$ cat src/rtl/ryuki_datatypes.sv
// Shared datatypes for the trace path: the trace record format and the
// overflow policy selector used by trace producers and their buffers.
package ryuki_datatypes;

   typedef struct packed {
      logic [3:0]  kind;
      logic [31:0] addr;
      logic [15:0] data;
   } trace_output;

   typedef enum logic {
      TRACE_OVF_OVERWRITE = 1'b0,
      TRACE_OVF_DROP      = 1'b1
   } trace_ovf_mode_e;

endpackage

$ cat src/rtl/trace_fifo_mem.sv
// Storage array for trace_fifo: one synchronous write port, one
// asynchronous read port, contents are deliberately left unreset.
module trace_fifo_mem
   import ryuki_datatypes::*;
#(
   parameter int unsigned DEPTH = 8,
   localparam int unsigned PTR_W = $clog2(DEPTH)
) (
   input  logic             clk,
   input  logic             we,
   input  logic [PTR_W-1:0] waddr,
   input  trace_output      wdata,
   input  logic [PTR_W-1:0] raddr,
   output trace_output      rdata
);

   trace_output mem [DEPTH];

   // Write the incoming record into its slot; no reset keeps this a plain RAM.
   always_ff @(posedge clk) begin
      if (we) begin
         mem[waddr] <= wdata;
      end
   end

   assign rdata = mem[raddr];

endmodule

$ cat src/rtl/trace_fifo.sv
// First-word fall-through trace FIFO with valid/ready output handshake,
// selectable overflow policy, occupancy flags, a saturating lost-entry
// counter and synchronous flush. Empty/full are derived only from count.
module trace_fifo
   import ryuki_datatypes::*;
#(
   parameter int unsigned     DEPTH              = 8,
   parameter trace_ovf_mode_e OVERFLOW_MODE      = TRACE_OVF_OVERWRITE,
   parameter int unsigned     ALMOST_FULL_THRESH = DEPTH - 2,
   parameter int unsigned     OVF_CNT_WIDTH      = 16,
   localparam int unsigned    PTR_W              = $clog2(DEPTH),
   localparam int unsigned    CNT_W              = $clog2(DEPTH) + 1
) (
   input  logic                     clk,
   input  logic                     rst,
   input  logic                     ready_signal,
   input  trace_output              trace_element_in,
   input  logic                     flush,
   input  logic                     data_request,
   output logic                     data_present,
   output trace_output              trace_element_out,
   output logic [CNT_W-1:0]         count,
   output logic                     full,
   output logic                     almost_full,
   output logic                     overflow_pulse,
   output logic [OVF_CNT_WIDTH-1:0] overflow_count
);

   localparam logic [CNT_W-1:0] DEPTH_C  = CNT_W'(DEPTH);
   localparam logic [CNT_W-1:0] THRESH_C = CNT_W'(ALMOST_FULL_THRESH);

   // Reject configurations the pointer arithmetic cannot support.
   if (DEPTH < 2 || (DEPTH & (DEPTH - 1)) != 0) begin : g_bad_depth
      $error("trace_fifo: DEPTH must be a power of two and at least 2");
   end
   if (ALMOST_FULL_THRESH < 1 || ALMOST_FULL_THRESH > DEPTH) begin : g_bad_thresh
      $error("trace_fifo: ALMOST_FULL_THRESH must lie in 1..DEPTH");
   end

   logic [PTR_W-1:0] wr_ptr;
   logic [PTR_W-1:0] rd_ptr;
   logic             push;
   logic             pop;
   logic             mem_we;
   trace_output      head;

   assign push = ready_signal;
   assign pop  = data_request && data_present;

   // A write lands in storage unless flush/reset kill it, or the FIFO is full
   // in drop mode with no pop to make room.
   assign mem_we = push && !flush && !rst &&
                   (pop || !full || (OVERFLOW_MODE == TRACE_OVF_OVERWRITE));

   trace_fifo_mem #(
      .DEPTH (DEPTH)
   ) u_mem (
      .clk   (clk),
      .we    (mem_we),
      .waddr (wr_ptr),
      .wdata (trace_element_in),
      .raddr (rd_ptr),
      .rdata (head)
   );

   assign data_present      = (count != '0);
   assign full              = (count == DEPTH_C);
   assign almost_full       = (count >= THRESH_C);
   assign trace_element_out = data_present ? head : '0;

   // Pointer, occupancy and overflow bookkeeping; reset beats flush beats traffic.
   always_ff @(posedge clk) begin
      if (rst) begin
         wr_ptr         <= '0;
         rd_ptr         <= '0;
         count          <= '0;
         overflow_pulse <= 1'b0;
         overflow_count <= '0;
      end else if (flush) begin
         wr_ptr         <= '0;
         rd_ptr         <= '0;
         count          <= '0;
         overflow_pulse <= 1'b0;
      end else begin
         overflow_pulse <= 1'b0;
         if (push && pop) begin
            wr_ptr <= wr_ptr + 1'b1;
            rd_ptr <= rd_ptr + 1'b1;
         end else if (push && !full) begin
            wr_ptr <= wr_ptr + 1'b1;
            count  <= count + 1'b1;
         end else if (push) begin
            overflow_pulse <= 1'b1;
            if (!(&overflow_count)) begin
               overflow_count <= overflow_count + 1'b1;
            end
            if (OVERFLOW_MODE == TRACE_OVF_OVERWRITE) begin
               wr_ptr <= wr_ptr + 1'b1;
               rd_ptr <= rd_ptr + 1'b1;
            end
         end else if (pop) begin
            rd_ptr <= rd_ptr + 1'b1;
            count  <= count - 1'b1;
         end
      end
   end

   // Occupancy can never exceed the number of storage slots.
   a_count_bound : assert property (@(posedge clk) count <= DEPTH_C);

endmodule

$ cat config.mk
export PLATFORM = sky130hd
export DESIGN_NAME = trace_fifo
export DESIGN_NICKNAME = d
export VERILOG_FILES = /design/src/rtl/ryuki_datatypes.sv /design/src/rtl/trace_fifo_mem.sv /design/src/rtl/trace_fifo.sv
export SDC_FILE = /design/constraint.sdc
export NUM_CORES = 1
export LEC_CHECK = 0
export BUFFER_PORTS_ARGS = -buffer_cell sky130_fd_sc_hd__clkbuf_2
export CAP_MARGIN = 20
export CELL_PAD_IN_SITES_DETAIL_PLACEMENT = 1
export CELL_PAD_IN_SITES_GLOBAL_PLACEMENT = 2
export CORE_MARGIN = 2
export CORE_UTILIZATION = 46
export DETAILED_ROUTE_END_ITERATION = 12
export GPL_TIMING_DRIVEN = 0
export PLACE_DENSITY = 0.85
export SYNTH_ARGS = -nofsm -noshare
export SYNTH_HDL_FRONTEND = slang
export SYNTH_SLANG_ARGS = --single-unit
$ cat constraint.sdc
create_clock -name clk -period 5.3 [get_ports clk]
set_input_delay 0.265 -clock clk [delete_from_list [all_inputs] [get_ports clk]]
set_output_delay 0.265 -clock clk [all_outputs]
set_load 0.05 [all_outputs]
Yosys cells after proc, flatten, opt, wreduce, memory -nomap -nowiden
Memories as Yosys holds them, arrays and structs flattened. A register that Yosys moved wholly into a read port is not among the register bits.
Cells that the tools add are included.
{"block": "word_totals", "ff_bits": 27, "latchBits": 0, "ram_bits": 416, "romBits": 0, "output_inout_bits": 76, "wordCells": 53, "mem_count": 1}
{"block": "classes", "n_addsub": 5, "mul": 0, "div_mod_pow": 0, "magnitude_cmp": 1, "n_eq_ne": 3, "shift": 0, "mux": 16, "bitwise": 4, "n_reduce_logical": 18}
{"memory": "u_mem.mem", "depth": 8, "width": 52, "rd": 1, "rd_ports_with_merged_regs": 1, "wr": 1, "line_no": "trace_fifo_mem.sv:17", "source": "trace_output mem [DEPTH];"}
{"operator": "$mux 52", "count": 1}
{"operator": "$mux 3", "count": 9}
{"operator": "$add 16x1->16 const B", "count": 1}
{"operator": "$reduce_and 16->1", "count": 1}
{"operator": "$mux 4", "count": 3}
{"operator": "$add 3x1->3 const B", "count": 2}
{"operator": "$reduce_bool 3->1", "count": 2}
{"operator": "$logic_and 1x1->1", "count": 5}
{"operator": "$reduce_and 5->1", "count": 1}
{"operator": "$add 4x1->4 const B", "count": 1}
{"operator": "$eq 4x4->1 const B", "count": 1}
{"operator": "$ge 4x3->1 const B", "count": 1}
{"operator": "$not 1->1", "count": 4}
{"operator": "$reduce_bool 4->1", "count": 1}
{"operator": "$reduce_or 4->1", "count": 1}
{"operator": "$sub 4x1->4 const B", "count": 1}
{"operator": "$logic_not 1->1", "count": 3}
{"operator": "$mux 1", "count": 3}
{"operator": "$reduce_and 3->1", "count": 1}
{"operator": "$ne 2x1->1 const B", "count": 1}
{"operator": "$ne 2x2->1 const B", "count": 1}
{"operator": "$reduce_and 2->1", "count": 1}
{"operator": "$reduce_bool 2->1", "count": 1}
{"operator": "$reduce_or 2->1", "count": 1}

Depth between registers and ports, before layout
Gate-level depths: netlist of the first run.
{"block": "depth", "depth_word": 8, "depth_mapped": 8, "mapped_depth_nobuf": 8}

Hierarchy
A second synthesis of the first run with hierarchy kept.
{"block": "hier_totals", "cells_unflattened": 851, "area_unflattened_um2": 17611.9}
{"mod": "trace_fifo_mem", "n_inst": 1, "cells_each": 615, "area_per_inst_um2": 15700.1}
{"mod": "trace_fifo", "n_inst": 1, "cells_each": 236, "area_per_inst_um2": 1911.8}

Least setup slack after synthesis of the first run
No wires, ideal clock.
{"block": "synth_path", "path_type": "input port to flip-flop", "start": "input rst", "end": "memory u_mem.mem[1][0] (netlist bit) (enable)", "setup_time_ns": 0.526, "arrival_time_ns": 4.348, "required_time_ns": 4.774, "slack_ns": 0.426, "stages": 4, "cell_sequence": "clkbuf_1 > nor2_1 > nand3_1 > nor3_1"}
{"block": "synth_via", "elab_chain_len": 4}
{"item": "from (decl)", "line_no": "trace_fifo.sv:15", "source": "input logic rst,"}
{"item": "$logic_not 1->1", "line_no": "trace_fifo.sv:52", "source": "assign mem_we = push && !flush && !rst &&"}
{"item": "$logic_and 1x1->1", "line_no": "trace_fifo.sv:52"}
{"item": "$mux 1", "line_no": "trace_fifo_mem.sv:21", "source": "if (we) begin"}
{"item": "$mux 1 (not written as such)", "line_no": "trace_fifo_mem.sv:22", "source": "mem[waddr] <= wdata;"}
{"item": "to (decl)", "line_no": "trace_fifo_mem.sv:17"}
Every way passes these cells.

==> results of run 1 <==
==> worst max-delay path by stage <==
stage	start	endpoint	slack, ns
final	flip-flop	trace_element_out[34]	1.75
after global routing	flip-flop	trace_element_out[43]	1.58
after CTS	flip-flop	trace_element_out[43]	1.65
after detailed placement	flip-flop	trace_element_out[43]	2.29
after global placement	rst	u_mem.mem[0][25]	-3.66
after floorplan	rst	u_mem.mem[1][0]	0.43
==> cells in the mapped netlist (2+ instances only) <==
cell,number,area (µm²)
and3_1,2,12.51
nand4_1,5,31.28
nand2b_1,3,18.77
xor2_1,2,17.52
nand3_1,7,35.03
nand2_1,12,45.04
and4_1,2,17.52
dfxtp_1,30,600.6
nor2_1,91,341.6
mux2_2,2,22.52
nor4_2,2,25.02
buf_2,11,55.05
mux2i_1,56,560.5
xnor2_1,18,157.7
buf_1,10,37.54
nor2b_1,3,18.77
edfxtp_1,416,12490
clkbuf_1,20,75.07
mux4_2,104,2342
a21o_1,2,15.01
a21oi_1,3,15.01
ha_1,5,62.56
nor4_1,4,25.02
nor3_1,7,35.03
==> flip-flops by register name, summed over array words and instances (netlist names), named ones only <==
name,count
u_mem.mem,416
wr_ptr,3
overflow_pulse,1
overflow_count,16
rd_ptr,3
count,4
==> cell usage in the layout, fill, tap and decap left out, types with 11 or more instances in the layout <==
cell type,count
buf_12,11
buf_2,11
clkbuf_1,32
clkbuf_16,46
clkbuf_2,132
dfxtp_1,30
dlygate4sd3_1,44
edfxtp_1,416
mux2i_1,56
mux4_2,104
nand2_1,12
nor2_1,85
xnor2_1,18
==> stage by stage <==
stage	utilization	setup TNS [ns]	power, W	hold WS [ns]	cell area, µm²
2_1_floorplan	-	0	0.004362	0.3639	17180
3_3_place_gp	0.5021	-630.16	0.004547	0.5007	18430
3_5_place_dp	0.5145	0	0.004567	0.5056	18880
4_1_cts	0.5636	0	0.007523	0.0001935	20680
5_1_grt	0.5636	0	0.007675	0.01959	20680
6_report	0.5636	0	0.007453	0.01904	20680
==> power by group <==
group / internal (W) / switching, W
Clock: 0.00165 / 0.00129
Sequential: 0.00387 / 0.0000117
Combinational: 0.000191 / 0.000445
==> per-layer routing <==
metal	up-vias	global-route usage
li1	3866	-
met1	4679	0.2839
met2	237	0.3396
met3	59	0.03329
met4	0	0.05876
met5	-	0
==> cells by family (layout without fill, tap and decap cells) <==
logic type                 Yosys count  in the layout
AOI/OAI and AO/OA                    9              9
xor gates and xnor gates            20             20
adders and majority gates            6              6
buffers and inverters               42            326
DFF                                446            446
muxes                              162            162
and+or+nand+nor                    145            145
==> critical path, delay by kind of cell, from the launching register on <==
family	cells	cell delay [ns]
mux	2	0.45
buf+inv	4	1.72
simple gates	1	0.27
flops	1	0.30
==> area by class of cell <==
class,count,area share
Buffer,41,0.008106
Clock buffer,58,0.05783
Clock inverter,25,0.007985
Inverter,1,0.0001815
Multi-Input combinational cell,342,0.1921
Sequential cell,446,0.6330
Tap cell,468,0.02831
Timing Repair Buffer,201,0.07247
==> results by stage, run 1 <==
Run status:
- The flow ran to the end, and the final reports show no timing, DRC or antenna violations.

Synth:
- The combinational family with the most area after synthesis is multiplexers.
- Counting every instance in the synthesized netlist gives 830.
- The share of async-settable or async-resettable flops after synthesis is 0.
- The count of flip-flops with a built-in enable after synthesis is 416.
- The average footprint of a synthesized cell is 20.70 µm².
- The count of state elements after synthesis is 446.
- The multiplexer share of the synthesized area is 0.1703.
- Of the total synthesized cell area, the portion taken by full adders, half adders and majority gates is 0.004806.
- The sequential area share after synthesis is 0.7620.
- In the synthesized netlist the dominant register cell turns out to be edfxtp_1.
- The compound-gate portion of the synthesized area is 0.003423.
- Synthesis produced a netlist with a net count of 893.
- The XOR/XNOR share of the synthesized area is 0.01020.
- During synthesis, Yosys emitted a total of 0 warnings.
- The basic-gate share of the synthesized area counting and, or, nand and nor cells is 0.03932.
- In this run the cell area of the synthesized design comes to 0.01718 mm².
- Yosys mapped the design onto 37 distinct sky130hd cell types.

Timing:
- The headroom to the max-slew limit is 0.3365.
- The final clock skew is 0.01490 ns.
- After layout, the minimum clock period comes to 3.550 ns.
- In the finished design, the share of the clock period the worst path needs comes to 0.6697.
- Derived from the worst setup path, the maximum achievable clock frequency is 0.2817 GHz.
- Setup violations remaining at the end of the flow were counted as 0.
- The max-slew violation count was 0.
- Setup repair after global routing left no endpoint under its margin.
- Once routing completed, OpenROAD measured the worst setup slack at 1.750 ns.
- For the pin with the worst max-slew slack, the measured transition is 0.9953 ns.
- The final number of hold-violating endpoints is 0.

Drt:
- The first routing iteration left 710 violations.
- The total routed wire length on the met1 layer is 17010 µm.
- The first-pass iteration count of the detailed router is 5.
- The total number of vias is 8841.
- The routed wirelength normalized by instance count is 24.58 µm.
- The sum of met3 wire segment lengths after detailed routing is 1765 µm.
- The total length of routed met2 wires is 19320 µm.
- The top metal layer carrying routed signals is met4.
- In this run the remaining antenna-violating nets after routing total 0.
- After detailed routing, the number of remaining DRC violations is 0.
- The mean number of vias per cell is 5.588.
- Summed over all layers, the routed wires come to 38880 µm.

Clock tree:
- The number of cells upsized or downsized after cts is 0.
- The number of buffers added by the clock tree synthesis step is 46.
- In this run the number of H-tree levels came out at 2.
- The clock edge transition at the registers on the reported setup and hold paths is 0.06 ns.
- The buffer cell driving the clock tree root is clkbuf_16.
- The CTS sink count is 446.
- At the later pin of the worst-skew pair, clock insertion delay measures 0.56 ns.
- The clock tree from TritonCTS is done.
- The buffer depth of the longest clock path is 3.
- Hold repair after CTS inserted 44 buffers.
- The number of buffers added for setup after CTS is 0.

Worst setup path:
- For this run, the slowest stage of the critical path takes 0.63 ns.
- STA classifies the critical path startpoint as a flip-flop.
- The setup check on the worst reg-to-reg path leaves a slack of 2.87 ns.
- The critical path class is flip-flop to output port.
- In this run the critical register-to-register path is captured at count[3].
- The critical path goes through clkbuf_1, buf_1, buf_1, mux4_2, mux2i_1, nor2_1, clkbuf_2.
- The required time reported for the critical path endpoint is 5.04 ns.
- Among the stages of the critical path, the cell type that occurs most often is buf_1.
- The worst-case reg-to-reg path depth is 8.
- STA puts the critical path data arrival time at 3.28 ns.
- The biggest fanout along the worst timing path is 10.
- The slowest library cell on the worst path is buf_1.
- The critical path endpoint category is an output port.
- The worst register-to-register path begins at count[0].

Min path:
- The terminating pin of the worst hold path is u_mem.mem[6][50].
- The cell depth of the worst min-delay path is 1.
- The startpoint identified for the worst hold timing path is trace_element_in[50].
- The tightest min-delay check is of the input pin to flip-flop type.

Global route:
- The first-pass GRT wire length is 58930 µm.
- Across every metal layer, demand over resource in global routing totals 0.2050.
- The number of antenna violations at the first check in global routing is 0.
- The pin count of the biggest net entering global routing is 25.
- The total overflow reported by the global router is 0.
- The via count of the first global-routing pass is 9488.

Run:
- The tool flagged a number of max-cap violations equal to 0.

Cells and area:
- The number of inserted diodes is 0.
- At the end of the flow, the number of nets in the layout was 1142.
- Fill cells in the final layout number 3240.
- In the final layout, the multi-input gates occupy 0.003973 mm².
- The number of non-filler instances in the completed layout is 1582.
- Compared with the post-synthesis result, the final layout area differs by 20.38%.
- Summing all flip-flop and latch instances after layout gives 0.01309 mm².
- Of the cells placed in the final design, the portion with a size suffix greater than 1 is 0.3124.

Power:
- The leakage power is 6.685 nW.
- VDD sags by at most 0.0003163 V.
- In this run the power density over the cells is 360.3 mW/mm².

Floorplan:
- The initialized floorplan defines 70 standard-cell rows.
- The core area is 0.03670 mm².
- The die is 197.3 µm wide.
- The die is 197.3 µm tall.
- The die area is 0.03891 mm².
- The number of top-level pins is 133.
- The starting density of the core is 0.4682.

Placement:
- The number of port buffers is 132.
- The routability congestion estimate is 0.7356.
- The placement-stage worst setup slack is 2.285 ns.
- Summed over all nets, the half-perimeter wirelength after detailed placement is 24870 µm.
- Counting tap cells, the placed design contains a total of 1455 instances.
No activity file was read; power rests on OpenSTA's default activity.
==> run 2, diff against run 1 <==
--- a/config.mk
+++ b/config.mk
@@ -5,15 +5,16 @@
 export SDC_FILE = /design/constraint.sdc
 export NUM_CORES = 1
 export LEC_CHECK = 0
+export ABC_AREA = 1
 export BUFFER_PORTS_ARGS = -buffer_cell sky130_fd_sc_hd__clkbuf_2
 export CAP_MARGIN = 20
 export CELL_PAD_IN_SITES_DETAIL_PLACEMENT = 1
 export CELL_PAD_IN_SITES_GLOBAL_PLACEMENT = 2
 export CORE_MARGIN = 2
-export CORE_UTILIZATION = 46
+export CORE_UTILIZATION = 41
 export DETAILED_ROUTE_END_ITERATION = 12
 export GPL_TIMING_DRIVEN = 0
-export PLACE_DENSITY = 0.85
+export PLACE_DENSITY = 0.86
 export SYNTH_ARGS = -nofsm -noshare
 export SYNTH_HDL_FRONTEND = slang
 export SYNTH_SLANG_ARGS = --single-unit
==> constraint.sdc (replaced) <==
create_clock -name clk -period 3.7 [get_ports clk]
set_input_delay 0.185 -clock clk [delete_from_list [all_inputs] [get_ports clk]]
set_output_delay 0.185 -clock clk [all_outputs]
set_load 0.05 [all_outputs]
==> run 2 against run 1 <==
Net effect:
- count of clock-buffer cells in the layout down 3
- global-route usage is 2.1 points higher
- critical path depth grew 1
- sequential share of layout area decreased by 3.5 points
- non-clock buffer count is 50 higher
- power grew 52%
- area after synthesis rose by 5.3%
- die area grew 18%
- via count up 44%
- synthesized cell count up 80%
- critical path type unchanged
- largest cell class unchanged
- largest power group unchanged
==> results by stage, run 2 <==
Run status:
- The flow ran to the end, and the final reports show no timing, DRC or antenna violations.

Drt:
- For this block, the initial DRC count from the detailed router was 940.
- In the final routed layout, each cell accounts on average for 22.00 µm.
- The pre-antenna-repair detailed-routing pass consisted of 5 iterations.
- Using the TritonRoute via totals, the vias-per-cell ratio works out to 5.359.
- The total number of vias is 12690.
- The final layout contains routed wiring with a total length of 52090 µm.
- The final antenna-violating net count is 0.
- In the routed design, unresolved DRC markers number 0.

Clock tree:
- The number of hold buffers added after cts is 55.
- The clock insertion delay at the later pin of the skew report is 0.59 ns.
- For this design, the sink count on the clock tree is 446.
- The clock passes through at most 3 buffers.
- TritonCTS built the clock tree.
- Clock tree synthesis inserted a total of 47 buffers.
- Clock-pin slew was measured on the worst setup and hold paths at 0.07 ns.
- The number of cells upsized or downsized after cts is 0.
- The deepest level of the CTS H-tree is 2.
- The buffer cell driving the clock tree root is clkbuf_16.
- The number of buffers added for setup after CTS is 0.

Min path:
- The cell depth of the worst min-delay path is 4.
- The min-delay analysis places its worst path in the category input pin to flip-flop.
- The beginning of the worst hold path is ready_signal.
- The terminating pin of the worst hold path is overflow_pulse.

Global route:
- The number of antenna violations at the first check in global routing is 3.
- The total global routing track utilization is 0.2258.
- After global routing the overflow that remains totals 0.
- Entering global routing, the biggest net connects 25 pins.
- The via count of the first global-routing pass is 13658.
- The first global-routing pass estimated 79540 µm of wire.

Worst setup path:
- The slack of the worst reg-to-reg path is 1.54 ns.
- On the critical path, the stage with the largest delay is an instance of clkbuf_1.
- Walking the worst path, the cells encountered are inv_2, buf_2, clkbuf_1, nor2_1, o32ai_1, nor2_1, nor2_1, clkbuf_2.
- The endpoint identified for the worst register-to-register timing path is u_mem.mem[5][1].
- The worst-case reg-to-reg path depth is 4.
- The critical path endpoint category is an output port.
- The delay of the slowest cell on the worst path is 0.59 ns.
- The reg-to-reg critical path startpoint is wr_ptr[0].
- The biggest fanout along the worst timing path is 10.
- The data arrival at the endpoint of the critical path is 3.13 ns.
- The critical path in this run is classified as flip-flop to output port.
- The required time reported for the critical path endpoint is 3.51 ns.
- The critical path launch point type is a flip-flop.
- The most numerous cell on the critical path is nor2_1.

Timing:
- The clock period could shrink to 3.313 ns.
- The final clock skew is 0.01222 ns.
- The final number of hold-violating endpoints came to 0.
- Based on the critical path, the design can be clocked at up to 0.3018 GHz.
- Setup repair after global routing left no endpoint under its margin.
- Setup violations remaining at the end of the flow were counted as 0.
- The pin slew with the least headroom to its limit is 0.9540 ns.
- The max-slew violation count is 0.
- The share of the clock period used by the worst path is 0.8954.
- The headroom to the max-slew limit is 0.3625.

Synth:
- The count of flip-flops with a built-in enable after synthesis is 416.
- Among all flip-flop cells after synthesis, the most frequent one is edfxtp_1.
- In this run, synthesis produced a sequential element count of 446.
- The number of nets handed over by synthesis was 1557.
- The unique cell type count in the Yosys netlist is 33.
- Of the post-synthesis cell area, the dominant cell type holds 0.6905.
- By instance count, the leading cell after synthesis is nor2_1.
- The average footprint of a synthesized cell is 12.11 µm².
- The sequential area share after synthesis is 0.7237.
- Yosys attributes the largest share of cell area to edfxtp_1, nor2_1, o21ai_0.
- The share of async-settable or async-resettable flops after synthesis is 0.
- The post-synth design cell area is 0.01809 mm².
- The count of yosys warnings during synthesis is 0.
- The synthesized design spends more area on one cell type than any other, namely edfxtp_1.
- In the synthesized netlist, the cells that appear most often are nor2_1, edfxtp_1, o21ai_0.
- The number of standard cells after synthesis is 1494.

Cells and area:
- The flip-flop count of the largest register, all copies and words added is 416.
- In the final layout, the registers with the most flip-flops are u_mem.mem: 416 flops, overflow_count: 16 flops, count: 4 flops.
- Leaving out fill and tap cells, the most frequent cell in the layout is nor2_1.
- The library cells used most frequently in the layout, excluding fill and tap cells, are nor2_1, edfxtp_1, o21ai_0.
- The share of layout cells above drive strength 1 is 0.1617.
- From synthesis to final layout, the design area changed by 20.99%.
- The final layout contains 1810 nets.
- The design area is 0.02189 mm².
- The register with the most flip-flops is u_mem.mem.
- The finished layout holds 2368 standard cells, fillers aside.

Placement:
- The half-perimeter wire length of the detailed placement result is 33160 µm.
- The congestion estimate from routability-driven global placement came to 0.7474.
- The standard cell area after detailed placement is 0.01994 mm².
- The number of placed instances, taps included, is 2228.
- The number of port buffers is 132.

Floorplan:
- The initial utilization of the core area, before any placement, comes to 0.4172.
- From left edge to right edge, the die measures 214.1 µm.
- Pin placement for this block handled 133 I/O pins.
- From bottom edge to top edge, the die measures 214.1 µm.
- The die covers 0.04582 mm².
- The total number of placement rows is 76.
- The core area is 0.04336 mm².

Power:
- Dividing total power by cell area gives a power density of 518.7 mW/mm².
- Across the VDD grid, the largest voltage drop is 0.0003797 V.
- In this run the static leakage power is 7.667 nW.

Run:
- Max-cap violations in this run came to 0.
[run 2: cell types whose count changed in the layout (fill, tap and decap cells not counted), sizes merged, moves of 9 or more]
cell         previous run  this run
dlygate4sd3            44        55
nand3                   7        30
xnor2                  18         0
a21oi                   3        15
clkbuf                210       237
mux2i                  56         0
o32ai                   0        52
nand2                  12        65
buf                    46        55
nor2                   91       475
o21ai                   1       268
mux4                  104         0
inv                     4        42
[run 2: cell families after synthesis]
group | after synthesis | synth area share
xor+xnor | 3 | 0.001453
flops | 446 | 0.7237
buf+inv | 128 | 0.03327
simple gates | 576 | 0.1259
fa+ha+maj | 6 | 0.004565
compound gates | 335 | 0.1111
[run 2: worst max-delay path: cells and delay by family, from the launching register on]
family	cells	cell delay, ns
buf+inv	4	1.56
simple gates	3	0.47
flops	1	0.37
compound gates	1	0.15
[run 2: report_power, final]
group          internal, W  leakage (nW)  switching [W]
clock              0.00240         0.684        0.00198
sequential         0.00555          3.99      0.0000202
combinational     0.000361          2.99        0.00104
total              0.00831          7.67        0.00304
[run 2: stage by stage]
step	utilization	setup WS, ns	hold slack (ns)	power [W]	setup TNS [ns]
4_1_cts	0.5047	0.4193	0.01005	0.01142	0
3_5_place_dp	0.4599	1.053	0.4689	0.007029	0
6_report	0.5048	0.3870	0.03367	0.01135	0
5_1_grt	0.5048	0.2973	0.08484	0.01170	0
3_3_place_gp	0.4493	-2.299	0.4556	0.006982	-860.84
2_1_floorplan	-	0.2117	0.2565	0.006549	0
[run 2: layout make-up]
cell class	instances	area, µm²
fill	4613	21470
sequential	446	13090
multi-input combinational	920	4457
timing repair buffer	204	1612
clock buffer	55	1206
tap	585	732.0
buffer	88	451.7
clock inverter	28	182.7
inverter	40	150.1
antenna	2	5.005
[run 2: worst max path at each step]
stage                             from                    to
after floorplan           ready_signal       u_mem.mem[0][0]
after global placement    ready_signal      u_mem.mem[0][36]
after detailed placement     flip-flop  trace_element_out[1]
after CTS                    flip-flop  trace_element_out[1]
after global routing         flip-flop  trace_element_out[1]
final                        flip-flop  trace_element_out[1]
[run 2: metal layers]
| layer | up-vias | wire length [µm] | part of all wire | track usage |
|---|---|---|---|---|
| met3 | 108 | 2390 | 0.046 | 0.02879 |
| met2 | 365 | 26010 | 0.50 | 0.3958 |
| li1 | 5835 | - | - | - |
| met5 | - | 11 | 0.00021 | 0 |
| met1 | 6380 | 22230 | 0.43 | 0.2881 |
| met4 | 2 | 1450 | 0.028 | 0.08194 |
==> run 3, diff against run 2 <==
--- a/config.mk
+++ b/config.mk
@@ -5,16 +5,15 @@
 export SDC_FILE = /design/constraint.sdc
 export NUM_CORES = 1
 export LEC_CHECK = 0
-export ABC_AREA = 1
 export BUFFER_PORTS_ARGS = -buffer_cell sky130_fd_sc_hd__clkbuf_2
 export CAP_MARGIN = 20
 export CELL_PAD_IN_SITES_DETAIL_PLACEMENT = 1
 export CELL_PAD_IN_SITES_GLOBAL_PLACEMENT = 2
 export CORE_MARGIN = 2
-export CORE_UTILIZATION = 41
+export CORE_UTILIZATION = 46
 export DETAILED_ROUTE_END_ITERATION = 12
 export GPL_TIMING_DRIVEN = 0
-export PLACE_DENSITY = 0.86
+export PLACE_DENSITY = 0.85
 export SYNTH_ARGS = -nofsm -noshare
 export SYNTH_HDL_FRONTEND = slang
 export SYNTH_SLANG_ARGS = --single-unit
==> run 3 against run 2 <==
Net effect:
- sequential power about the same
- largest power group unchanged
- global-route usage decreased by 1.7 points
- worst hold slack got worse by 0.012 ns
- final cell count decreased by 33%
- register-to-register slack got worse by 0.23 ns
- via count decreased by 31%
- first-iteration DRC count decreased by 33%
- sequential cell count unchanged
- clock power decreased by 1%
- combinational power decreased by 34%
==> results by stage, run 3 (synthesized netlist as in run 1, its figures left out) <==
Clock tree:
- Clock latency on the worst-skew pair, taken at its later pin, is 0.55 ns.
- The clock tree from TritonCTS is done.
- The number of buffers added for setup after CTS is 0.
- The buffer depth of the longest clock path is 3.
- The clock edge transition at the registers on the reported setup and hold paths is 0.06 ns.
- In this run, CTS created clock tree buffers numbering 47.
- The deepest level of the CTS H-tree is 2.
- The CTS sink count is 446.
- The tree is rooted in a clkbuf_16.

Min path:
- The tightest min-delay check is of the input pin to flip-flop type.
- The cell depth of the worst min-delay path is 3.

Global route:
- The pin count of the biggest net entering global routing is 26.
- The total global routing track utilization is 0.2086.
- The via count of the first global-routing pass is 9653.
- In the global route stage, met1 resource usage came out at 0.2708.
- The number of antenna violations at the first check in global routing is 3.
- For met3 alone, demand over resource in global routing was 0.03483.
- For this run the aggregate overflow at the end of global routing stands at 0.
- The most heavily used metal layer in global routing is met2.
- The global routing met2 resource utilization is 0.3635.
- The first-pass GRT wire length is 59520 µm.

Timing:
- The headroom to the max-slew limit is 0.3751.
- The final critical path time including I/O delays and setup is 3.572 ns.
- The share of the clock period used by the worst path is 0.9653.
- The final number of hold-violating endpoints is 0.
- The clock arrives with 0.009780 ns of skew.
- The setup total negative slack is 0 ns.
- The final setup violation count is 0.
- The final worst setup slack is 0.1284 ns.
- The maximum clock rate is 0.2800 GHz.
- Setup repair after global routing left no endpoint under its margin.
- The max-slew violation count is 0.
- The pin slew with the least headroom to its limit is 0.9373 ns.

Power:
- The power per cell area is 517.7 mW/mm².
- Across the VDD grid, the largest voltage drop is 0.0004457 V.
- The power after layout is 0.01080 W.
- The analysis attributes to cell leakage a power of 6.741 nW.

Drt:
- For this block, the initial DRC count from the detailed router was 626.
- The mean number of vias per cell is 5.526.
- The first detailed-routing pass took 5 iterations.
- The routed wirelength normalized by instance count is 24.80 µm.
- The final antenna-violating net count is 0.
- The remaining routing DRC violations is 0.
- The final layout contains routed wiring with a total length of 39500 µm.
- The total number of vias is 8803.

Cells and area:
- Measured on the finished design, the core utilization comes to 0.5686.
- The area growth from synthesis to layout is 21.45%.
- In the layout the commonest cells are edfxtp_1, clkbuf_2, mux4_2.
- The finished layout holds 1593 standard cells, fillers aside.
- For this run, the post-layout net count is 1150.
- The register with the most flip-flops is u_mem.mem.
- The share of layout cells above drive strength 1 is 0.3099.
- The flip-flop count of the largest register, all copies and words added is 416.
- The largest registers in the layout are u_mem.mem: 416 flops, overflow_count: 16 flops, count: 4 flops.
- The most frequent standard cell in the layout excluding fill and tap cells is edfxtp_1.

Placement:
- The routability congestion estimate is 0.7296.
- In this run, placement finished with an instance count of 1452.
- The number of port buffers is 132.
- Before CTS, the worst setup slack after placement is 0.7273 ns.
- The half-perimeter wire length of the detailed placement result is 24680 µm.

Worst setup path:
- The largest single stage delay on the critical path is 0.70 ns.
- The critical path class is flip-flop to output port.
- The critical path launch point type is a flip-flop.
- The number of buffers and inverters on the critical path is 4.
- The critical path goes through clkbuf_1, buf_1, buf_1, mux4_2, mux2i_1, nor2_1, clkbuf_2.
- The slowest library cell on the worst path is buf_1.
- The data arrival at the endpoint of the critical path is 3.39 ns.
- The instance count on the critical path is 7.
- The most numerous cell on the critical path is buf_1.
- The worst setup path is captured at an output port.
- The category of cells accounting for the largest share of critical-path delay is buffers and inverters.
- The worst-case reg-to-reg path depth is 8.
- Data on the critical path is required at its endpoint by 3.51 ns.
- The biggest fanout along the worst timing path is 10.

Floorplan:
- The floorplan step defined a die boundary enclosing 0.03891 mm².
- The die is 197.3 µm wide.
- The core region is 0.03670 mm².
- The initial utilization of the core area, before any placement, comes to 0.4682.
- From bottom edge to top edge, the die measures 197.3 µm.
- In this run the core area contains 70 standard-cell rows.
- For this design the top-level I/O count stands at 133.

Run:
- The number of max-cap violations is 0.

Run status:
- The flow ran to the end, and the final reports show no timing, DRC or antenna violations.
## run 3: changes by cell type in the layout (fill, tap and decap cells not counted), moves of 36 or more
cell	change
mux2i_1	+56
inv_1	-36
o21ai_0	-231
nor2_1	-375
o21ai_1	-36
nand2_1	-49
mux4_2	+104
## run 3: area by class of cell
class / count / area, µm²
Fill cell: 3229 / 15830
Sequential cell: 446 / 13090
Multi-Input combinational cell: 342 / 3985
Timing Repair Buffer: 208 / 1619
Clock buffer: 60 / 1267
Tap cell: 468 / 585.6
Buffer: 41 / 168.9
Clock inverter: 25 / 140.1
Antenna cell: 2 / 5.005
Inverter: 1 / 3.754
## run 3: metrics by stage
stage / hold slack [ns] / cell area, µm²
2_1_floorplan: 0.2839 / 17190
3_3_place_gp: 0.4550 / 18440
3_5_place_dp: 0.4760 / 18910
4_1_cts: 0.009068 / 20850
5_1_grt: 0.03017 / 20870
6_report: 0.02202 / 20870
## run 3: worst paths after layout
kind	slack (ns)	from	to
setup reg to reg	1.31	count[0]	count[3]
hold reg to reg	0.53	rd_ptr[2]	rd_ptr[2]
hold / removal	0.02	flush	count[2]
setup / recovery	0.13	flip-flop	trace_element_out[36]
## run 3: worst register-to-register path, cell delays in order (launching register included)
cell and delay (ns):
dfxtp_1 0.41, nor4b_4 0.44, nand2b_1 0.29, ha_1 0.28, a21o_1 0.18, a21oi_1 0.17, xnor2_1 0.18, a21oi_1 0.10
a31o_2 0.23
## run 3: layer usage
metal	vias to the layer above	routed length, µm
met1	4611	16510
met4	2	907
li1	3881	-
met5	-	11
met3	72	1747
met2	237	20320
## run 3: repair_timing
item                                   4_1_cts  5_1_grt
resized for setup                            0        1
setup endpoints to repair                    0        1
endpoints found under the hold margin      418        0
hold buffers                                53        0
## run 3: power by group
| part | switching (W) | internal [W] |
|---|---|---|
| Combinational | 0.000640 | 0.000287 |
| Sequential | 0.0000164 | 0.00554 |
| Clock | 0.00184 | 0.00248 |
